<file path="config.mk">
export PLATFORM = sky130hd
export DESIGN_NAME = led_pos_stepper_flat
export DESIGN_NICKNAME = d
export VERILOG_FILES = /design/src/rtl/led_pos_stepper_if.sv /design/src/rtl/led_pos_stepper.sv /design/src/flat_wrapper.sv
export SDC_FILE = /design/constraint.sdc
export NUM_CORES = 1
export LEC_CHECK = 0
export CAP_MARGIN = 0
export CELL_PAD_IN_SITES_DETAIL_PLACEMENT = 1
export CELL_PAD_IN_SITES_GLOBAL_PLACEMENT = 1
export CORE_ASPECT_RATIO = 1.25
export CORE_MARGIN = 2
export CORE_UTILIZATION = 33
export DETAILED_ROUTE_END_ITERATION = 6
export PLACE_DENSITY_LB_ADDON = 0.1
export SLEW_MARGIN = 15
export SYNTH_ARGS = -nofsm -noshare
export SYNTH_HDL_FRONTEND = slang
export SYNTH_SLANG_ARGS = --single-unit
</file>
<file path="constraint.sdc">
create_clock -name clk -period 1.9 [get_ports clk]
set_input_delay 0.38 -clock clk [delete_from_list [all_inputs] [get_ports clk]]
set_output_delay 0.38 -clock clk [all_outputs]
set_load 0.01 [all_outputs]
</file>
<file path="src/rtl/led_pos_stepper_if.sv">
// Control and status bundle between the LED scan controller (master) and led_pos_stepper (slave).
interface led_pos_stepper_if #(
  parameter int unsigned WIDTH = 3
);
  logic                  en;
  logic                  clr;
  logic                  dir;
  logic [WIDTH-1:0]      pos;
  logic [2**WIDTH-1:0]   leds;
  logic                  step;
  logic                  at_edge;
  logic [7:0]            bounce_cnt;

  modport master (
    output en, clr, dir,
    input  pos, leds, step, at_edge, bounce_cnt
  );

  modport slave (
    input  en, clr, dir,
    output pos, leds, step, at_edge, bounce_cnt
  );
endinterface

</file>
<file path="src/rtl/led_pos_stepper.sv">
// Bounded, prescaled LED scan position counter with one-hot LED decode.
// Optional two-LED trail enabled by defining LED_POS_STEPPER_TRAIL_EN.
module led_pos_stepper #(
  parameter int unsigned WIDTH    = 3,
  parameter int unsigned PRESCALE = 4
) (
  input logic               clk,
  input logic               arst_n,
  led_pos_stepper_if.slave  bus
);

  localparam int unsigned NLED = 2 ** WIDTH;
  localparam int unsigned TW   = (PRESCALE > 1) ? $clog2(PRESCALE) : 1;
  localparam logic [WIDTH-1:0] MAX   = {WIDTH{1'b1}};
  localparam logic [TW-1:0]    TLAST = TW'(PRESCALE - 1);
  localparam logic [NLED-1:0]  LED0  = NLED'(1);

  logic [TW-1:0]    tick_q, tick_d;
  logic [WIDTH-1:0] pos_q, pos_d;
  logic             step_q, step_d;
  logic [7:0]       bounce_q, bounce_d;
  logic             tick;

  always_comb begin
    tick     = bus.en && (tick_q == TLAST);
    tick_d   = tick_q;
    pos_d    = pos_q;
    step_d   = 1'b0;
    bounce_d = bounce_q;

    if (bus.en) begin
      tick_d = (tick_q == TLAST) ? '0 : tick_q + 1'b1;
    end

    // Saturate at both ends; a blocked tick is simply lost.
    if (tick) begin
      if (bus.dir && (pos_q != MAX)) begin
        pos_d  = pos_q + 1'b1;
        step_d = 1'b1;
      end else if (!bus.dir && (pos_q != '0)) begin
        pos_d  = pos_q - 1'b1;
        step_d = 1'b1;
      end
    end

    if (step_d && ((pos_d == '0) || (pos_d == MAX))) begin
      bounce_d = bounce_q + 8'd1;
    end

    if (bus.clr) begin
      tick_d   = '0;
      pos_d    = '0;
      step_d   = 1'b0;
      bounce_d = '0;
    end
  end

  always_ff @(posedge clk or negedge arst_n) begin
    if (!arst_n) begin
      tick_q   <= '0;
      pos_q    <= '0;
      step_q   <= 1'b0;
      bounce_q <= '0;
    end else begin
      tick_q   <= tick_d;
      pos_q    <= pos_d;
      step_q   <= step_d;
      bounce_q <= bounce_d;
    end
  end

`ifdef LED_POS_STEPPER_TRAIL_EN
  logic [WIDTH-1:0] prev_q, prev_d;

  always_comb begin
    prev_d = prev_q;
    if (step_d) begin
      prev_d = pos_q;
    end
    if (bus.clr) begin
      prev_d = '0;
    end
  end

  always_ff @(posedge clk or negedge arst_n) begin
    if (!arst_n) begin
      prev_q <= '0;
    end else begin
      prev_q <= prev_d;
    end
  end

  assign bus.leds = (LED0 << pos_q) | (LED0 << prev_q);
`else
  assign bus.leds = LED0 << pos_q;
`endif

  assign bus.pos        = pos_q;
  assign bus.step       = step_q;
  assign bus.bounce_cnt = bounce_q;
  assign bus.at_edge    = (pos_q == '0) || (pos_q == MAX);

endmodule
</file>
<file path="src/flat_wrapper.sv">
// flat-port wrapper written by rule: the top's interface ports become plain ports
module led_pos_stepper_flat 
#(
  parameter int unsigned WIDTH    = 3,
  parameter int unsigned PRESCALE = 4
)
  (clk, arst_n, bus_en, bus_clr, bus_dir, bus_pos, bus_leds, bus_step, bus_at_edge, bus_bounce_cnt);
  led_pos_stepper_if #(.WIDTH(WIDTH)) bus_i ();
  input logic clk;
  input logic arst_n;
  input wire logic [$bits(bus_i.en)-1:0] bus_en;
  input wire logic [$bits(bus_i.clr)-1:0] bus_clr;
  input wire logic [$bits(bus_i.dir)-1:0] bus_dir;
  output wire logic [$bits(bus_i.pos)-1:0] bus_pos;
  output wire logic [$bits(bus_i.leds)-1:0] bus_leds;
  output wire logic [$bits(bus_i.step)-1:0] bus_step;
  output wire logic [$bits(bus_i.at_edge)-1:0] bus_at_edge;
  output wire logic [$bits(bus_i.bounce_cnt)-1:0] bus_bounce_cnt;
  assign bus_i.en = bus_en;
  assign bus_i.clr = bus_clr;
  assign bus_i.dir = bus_dir;
  assign bus_pos = bus_i.pos;
  assign bus_leds = bus_i.leds;
  assign bus_step = bus_i.step;
  assign bus_at_edge = bus_i.at_edge;
  assign bus_bounce_cnt = bus_i.bounce_cnt;
  led_pos_stepper #(.WIDTH(WIDTH), .PRESCALE(PRESCALE)) u_core (.clk(clk), .arst_n(arst_n), .bus(bus_i));
endmodule
</file>
==> implementation parameters <==
Parameter                              Value

Route
  Vias ... 1079
  Routed vias/inst ... 5.114
  Routed len/inst ... 14.40 µm
  1st-pass router iterations ... 4
  DRC ... 0
  Post-detailed-route count of antenna-violating nets ... 0
  Starting DRT DRC Count ... 25
  Total Routed Length ... 3039 µm

GRT
  Wire length of the first global-routing pass ... 5216 µm
  Aggregate global routing overflow ... 0
  Largest net degree at the start of global routing ... 13
  Initial antenna violation count ... 0
  Aggregate global-route resource usage ... 16.58%
  Number of global-route vias before repair ... 1138

STA
  Final hold violation count ... 0
  Worst relative slew slack ... 78.93%
  Transition time of the tightest slew-check pin ... 0.3151 ns
  Number of setup violations in the final report ... 10
  Number of slew-limit violations in the final report ... 0
  Post-Route Setup TNS ... -0.5473 ns
  Setup repair after global routing missed its margin ... yes
  Final Cycle Share ... 106.1%
  Fmax ... 496.1 MHz
  Final critical-path setup slack ... -0.1158 ns
  Clock Skew ... 0.008617 ns
  Final critical delay including setup and external delays ... 2.016 ns

Pwr
  Sw Ratio ... 22.94%
  Clock network fraction of total power ... 44.1%
  VDD IR max ... 0.3230 mV
  Part of the power in registers ... 44.9%
  Leakage Power ... 0.8536 nW
  Relative contribution of combinational cells to total power ... 10.9%
  Switching component of the power ... 0.0001551 W
  Internal power contribution ... 0.0005211 W
  Pwr Density ... 401.2 nW/µm²

Die
  Initial Util ... 34.94%
  X dimension of the die ... 56.25 µm
  Number of placed I/O pins ... 26
  Die Ht ... 69.31 µm
  Die outline area ... 3899 µm²
  Row count ... 23
  Total core area ... 3223 µm²

Worst setup path
  Worst EP arrival ... 2.14 ns
  Maximum net fanout on the critical path ... 8
  Setup slack of the worst register-to-register path ... -0.12 ns
  Critical Path End Type ... flop
  Category of the most critical setup path ... flop to flop
  FF-to-FF Start ... u_core.bus.pos[1]$_DFF_PN0_
  Crit path launch type ... flop
  Worst R2R End ... u_core.bus.bounce_cnt[0]$_DFFE_PN0P_
  R2R depth ... 8
  Data required time of the critical path ... 2.03 ns

Placed design
  Last weighted congestion value of the routability-driven placer ... 0.8265
  Number of I/O port buffers ... 25
  Place WS ... -0.3732 ns
  Area after detailed placement ... 1584 µm²
  Post-DP HPWL ... 2421 µm

Clock tree
  Maximum number of buffers from clock root to sink ... 2
  Clock insertion delay at the later pin of the skew report ... 0.25 ns
  Clock input transition at the sequential cells of the worst setup and hold paths ... 0.07 ns
  Total CTS buffers ... 3
  CTS tree ... yes
  Quantity of hold-fixing buffers added after cts ... 0
  H-tree lvl count ... 1
  Clock root buffer ... clkbuf_8
  Clk sink count ... 14

Status
  Run status ... complete, but fails checks
  Violated checks ... negative setup slack

Logic synthesis
  Count of synthesis-stage warnings from yosys ... 0
  Register bit count reported by yosys ... 14
  Fraction of the yosys area taken by sequential cells ... 31.11%
  Post-synthesis average cell area ... 9.009 µm²
  Post-synth cell types ... 31
  Nets in the synthesized netlist ... 138
  Post-Syn Instances ... 125
  Post-Synthesis Cell Area ... 1126 µm²

Job
  Number of violations of the max-capacitance limit ... 0

Min path
  Kind of path behind the tightest hold check ... primary input to async pin

Final layout
  Ratio of cells with drive above 1 in the final layout ... 33.91%
  Final layout net count ... 188
  Area added between synthesis and finish ... 49.67%
  Layout Cell Area excl Fill ... 1685 µm²
  Count of antenna diodes in the layout ... 0
## flip-flops by register name, summed over array words and instances, names as in the netlist
name	count
u_core.bus.step	1
u_core.tick_q	2
u_core.bus.bounce_cnt	8
u_core.bus.pos	3
## cell type report
cell class,count,area (µm²)
well taps,37,46.29
inverters,6,27.53
flip-flops and latches,14,354.1
repair buffers,50,422.9
clock buffers,4,55.05
multi-input cells,100,779.5
fillers,386,1538
## cell families (layout without fill, tap and decap cells)
group                    after synthesis  after routing  share of synthesized area [%]
AO/OA/AOI/OAI                         13             13                          8.777
XOR/XNOR                               1              1                         0.7779
flip-flops                            14             14                          31.11
buffers and inverters                 11             60                          5.667
adder cells (fa/ha/maj)                8              8                          8.889
multiplexers                          16             16                          15.78
AND/OR/NAND/NOR                       62             62                          29.00
## Yosys cell counts
cell | count | area [µm²]
o22ai_1 | 3 | 18.77
a21o_2 | 1 | 8.760
mux2_4 | 2 | 30.03
nand3_1 | 12 | 60.06
inv_1 | 6 | 22.52
clkbuf_1 | 1 | 3.750
a221oi_1 | 1 | 8.760
mux2_2 | 6 | 67.56
and2b_2 | 1 | 8.760
buf_4 | 1 | 7.510
nor2b_1 | 10 | 62.56
xnor2_1 | 1 | 8.760
o21ai_0 | 1 | 5.000
and2_1 | 4 | 25.02
mux2i_1 | 8 | 80.08
a21oi_1 | 3 | 15.01
o2bb2ai_2 | 1 | 15.01
a22o_2 | 1 | 10.01
nor2_1 | 14 | 52.55
nand2_1 | 8 | 30.03
and2b_1 | 1 | 7.510
and3_1 | 7 | 43.79
nor3_1 | 1 | 5.000
dfrtp_1 | 14 | 350.3
nand2b_1 | 3 | 18.77
a31o_2 | 1 | 8.760
clkbuf_4 | 1 | 7.510
a31o_1 | 1 | 8.760
buf_6 | 2 | 22.52
ha_1 | 8 | 100.1
nor3b_2 | 1 | 12.51
## per-stage QoR
stage / hold WS (ns) / std cells / utilization (%) / total power, W
floorplan: 0.08441 / 125 / - / 0.0003449
global placement: 0.5100 / 203 / 49.15 / 0.0003792
detailed placement: 0.5314 / 203 / 49.15 / 0.0003831
CTS: 0.3955 / 209 / 52.37 / 0.0006827
global route: 0.4002 / 211 / 52.29 / 0.0007024
finish: 0.3863 / 211 / 52.29 / 0.0006762
## cell usage in the layout, fill, tap and decap left out, types with 2 or more instances in the layout
| master | synthesis | routed |
|---|---|---|
| mux2i_1 | 8 | 8 |
| nand3_1 | 12 | 12 |
| inv_4 | 0 | 2 |
| dfrtp_2 | 0 | 3 |
| clkdlybuf4s50_1 | 0 | 15 |
| buf_4 | 1 | 24 |
| buf_2 | 0 | 2 |
| nand2b_1 | 3 | 2 |
| clkbuf_8 | 0 | 4 |
| mux2_2 | 6 | 6 |
| clkbuf_2 | 0 | 2 |
| a21oi_1 | 3 | 3 |
| dfrtp_1 | 14 | 11 |
| nor2b_1 | 10 | 10 |
| and2_1 | 4 | 3 |
| nand2_1 | 8 | 8 |
| dlygate4sd2_1 | 0 | 6 |
| o22ai_1 | 3 | 3 |
| inv_1 | 6 | 3 |
| nor2_1 | 14 | 14 |
| ha_4 | 0 | 4 |
| and3_1 | 7 | 7 |
| mux2_4 | 2 | 2 |
| ha_1 | 8 | 4 |
## worst max-delay path by stage
stage	slack [ns]	start	endpoint
floorplan	-0.05	u_core.bus.pos[0]$_DFF_PN0_	u_core.bus.bounce_cnt[0]$_DFFE_PN0P_
global placement	-0.34	bus_en	u_core.bus.bounce_cnt[0]$_DFFE_PN0P_
detailed placement	-0.37	bus_dir	u_core.bus.bounce_cnt[0]$_DFFE_PN0P_
CTS	-0.13	u_core.bus.pos[1]$_DFF_PN0_	u_core.bus.bounce_cnt[0]$_DFFE_PN0P_
global route	-0.20	u_core.bus.pos[1]$_DFF_PN0_	u_core.bus.bounce_cnt[0]$_DFFE_PN0P_
finish	-0.12	u_core.bus.pos[1]$_DFF_PN0_	u_core.bus.bounce_cnt[0]$_DFFE_PN0P_
## layer usage
| metal | track usage, % | vias up | part of all wire (%) |
|---|---|---|---|
| li1 | - | 525 | - |
| met1 | 18.45 | 524 | 41 |
| met2 | 32.03 | 26 | 54 |
| met3 | 1.866 | 4 | 3.1 |
| met4 | 5.026 | 0 | 1.6 |
| met5 | 0 | - | 0 |
## power by group through the flow
stage	Sequential, W	Combinational [W]	Clock [W]
6_report	0.000304	0.0000739	0.000298
5_1_grt	0.000304	0.0000824	0.000316
4_1_cts	0.000304	0.0000744	0.000304
3_5_place_dp	0.000309	0.0000736	0
3_3_place_gp	0.000309	0.0000701	0
2_1_floorplan	0.000310	0.0000351	0
## repair_timing
action	4_1_cts	5_1_grt
buffers inserted	2	2
resized for setup	21	8
endpoints found under the setup margin	17	14
## worst max-delay path, stage by stage, from the launching register on
cell and delay, ns:
dfrtp_2 0.45, inv_4 0.11, ha_4 0.14, nor3b_2 0.14, o22ai_1 0.08, a31o_1 0.22
buf_12 0.15, mux2_4 0.31, mux2_4 0.30
(Power assumes the default switching activity.)
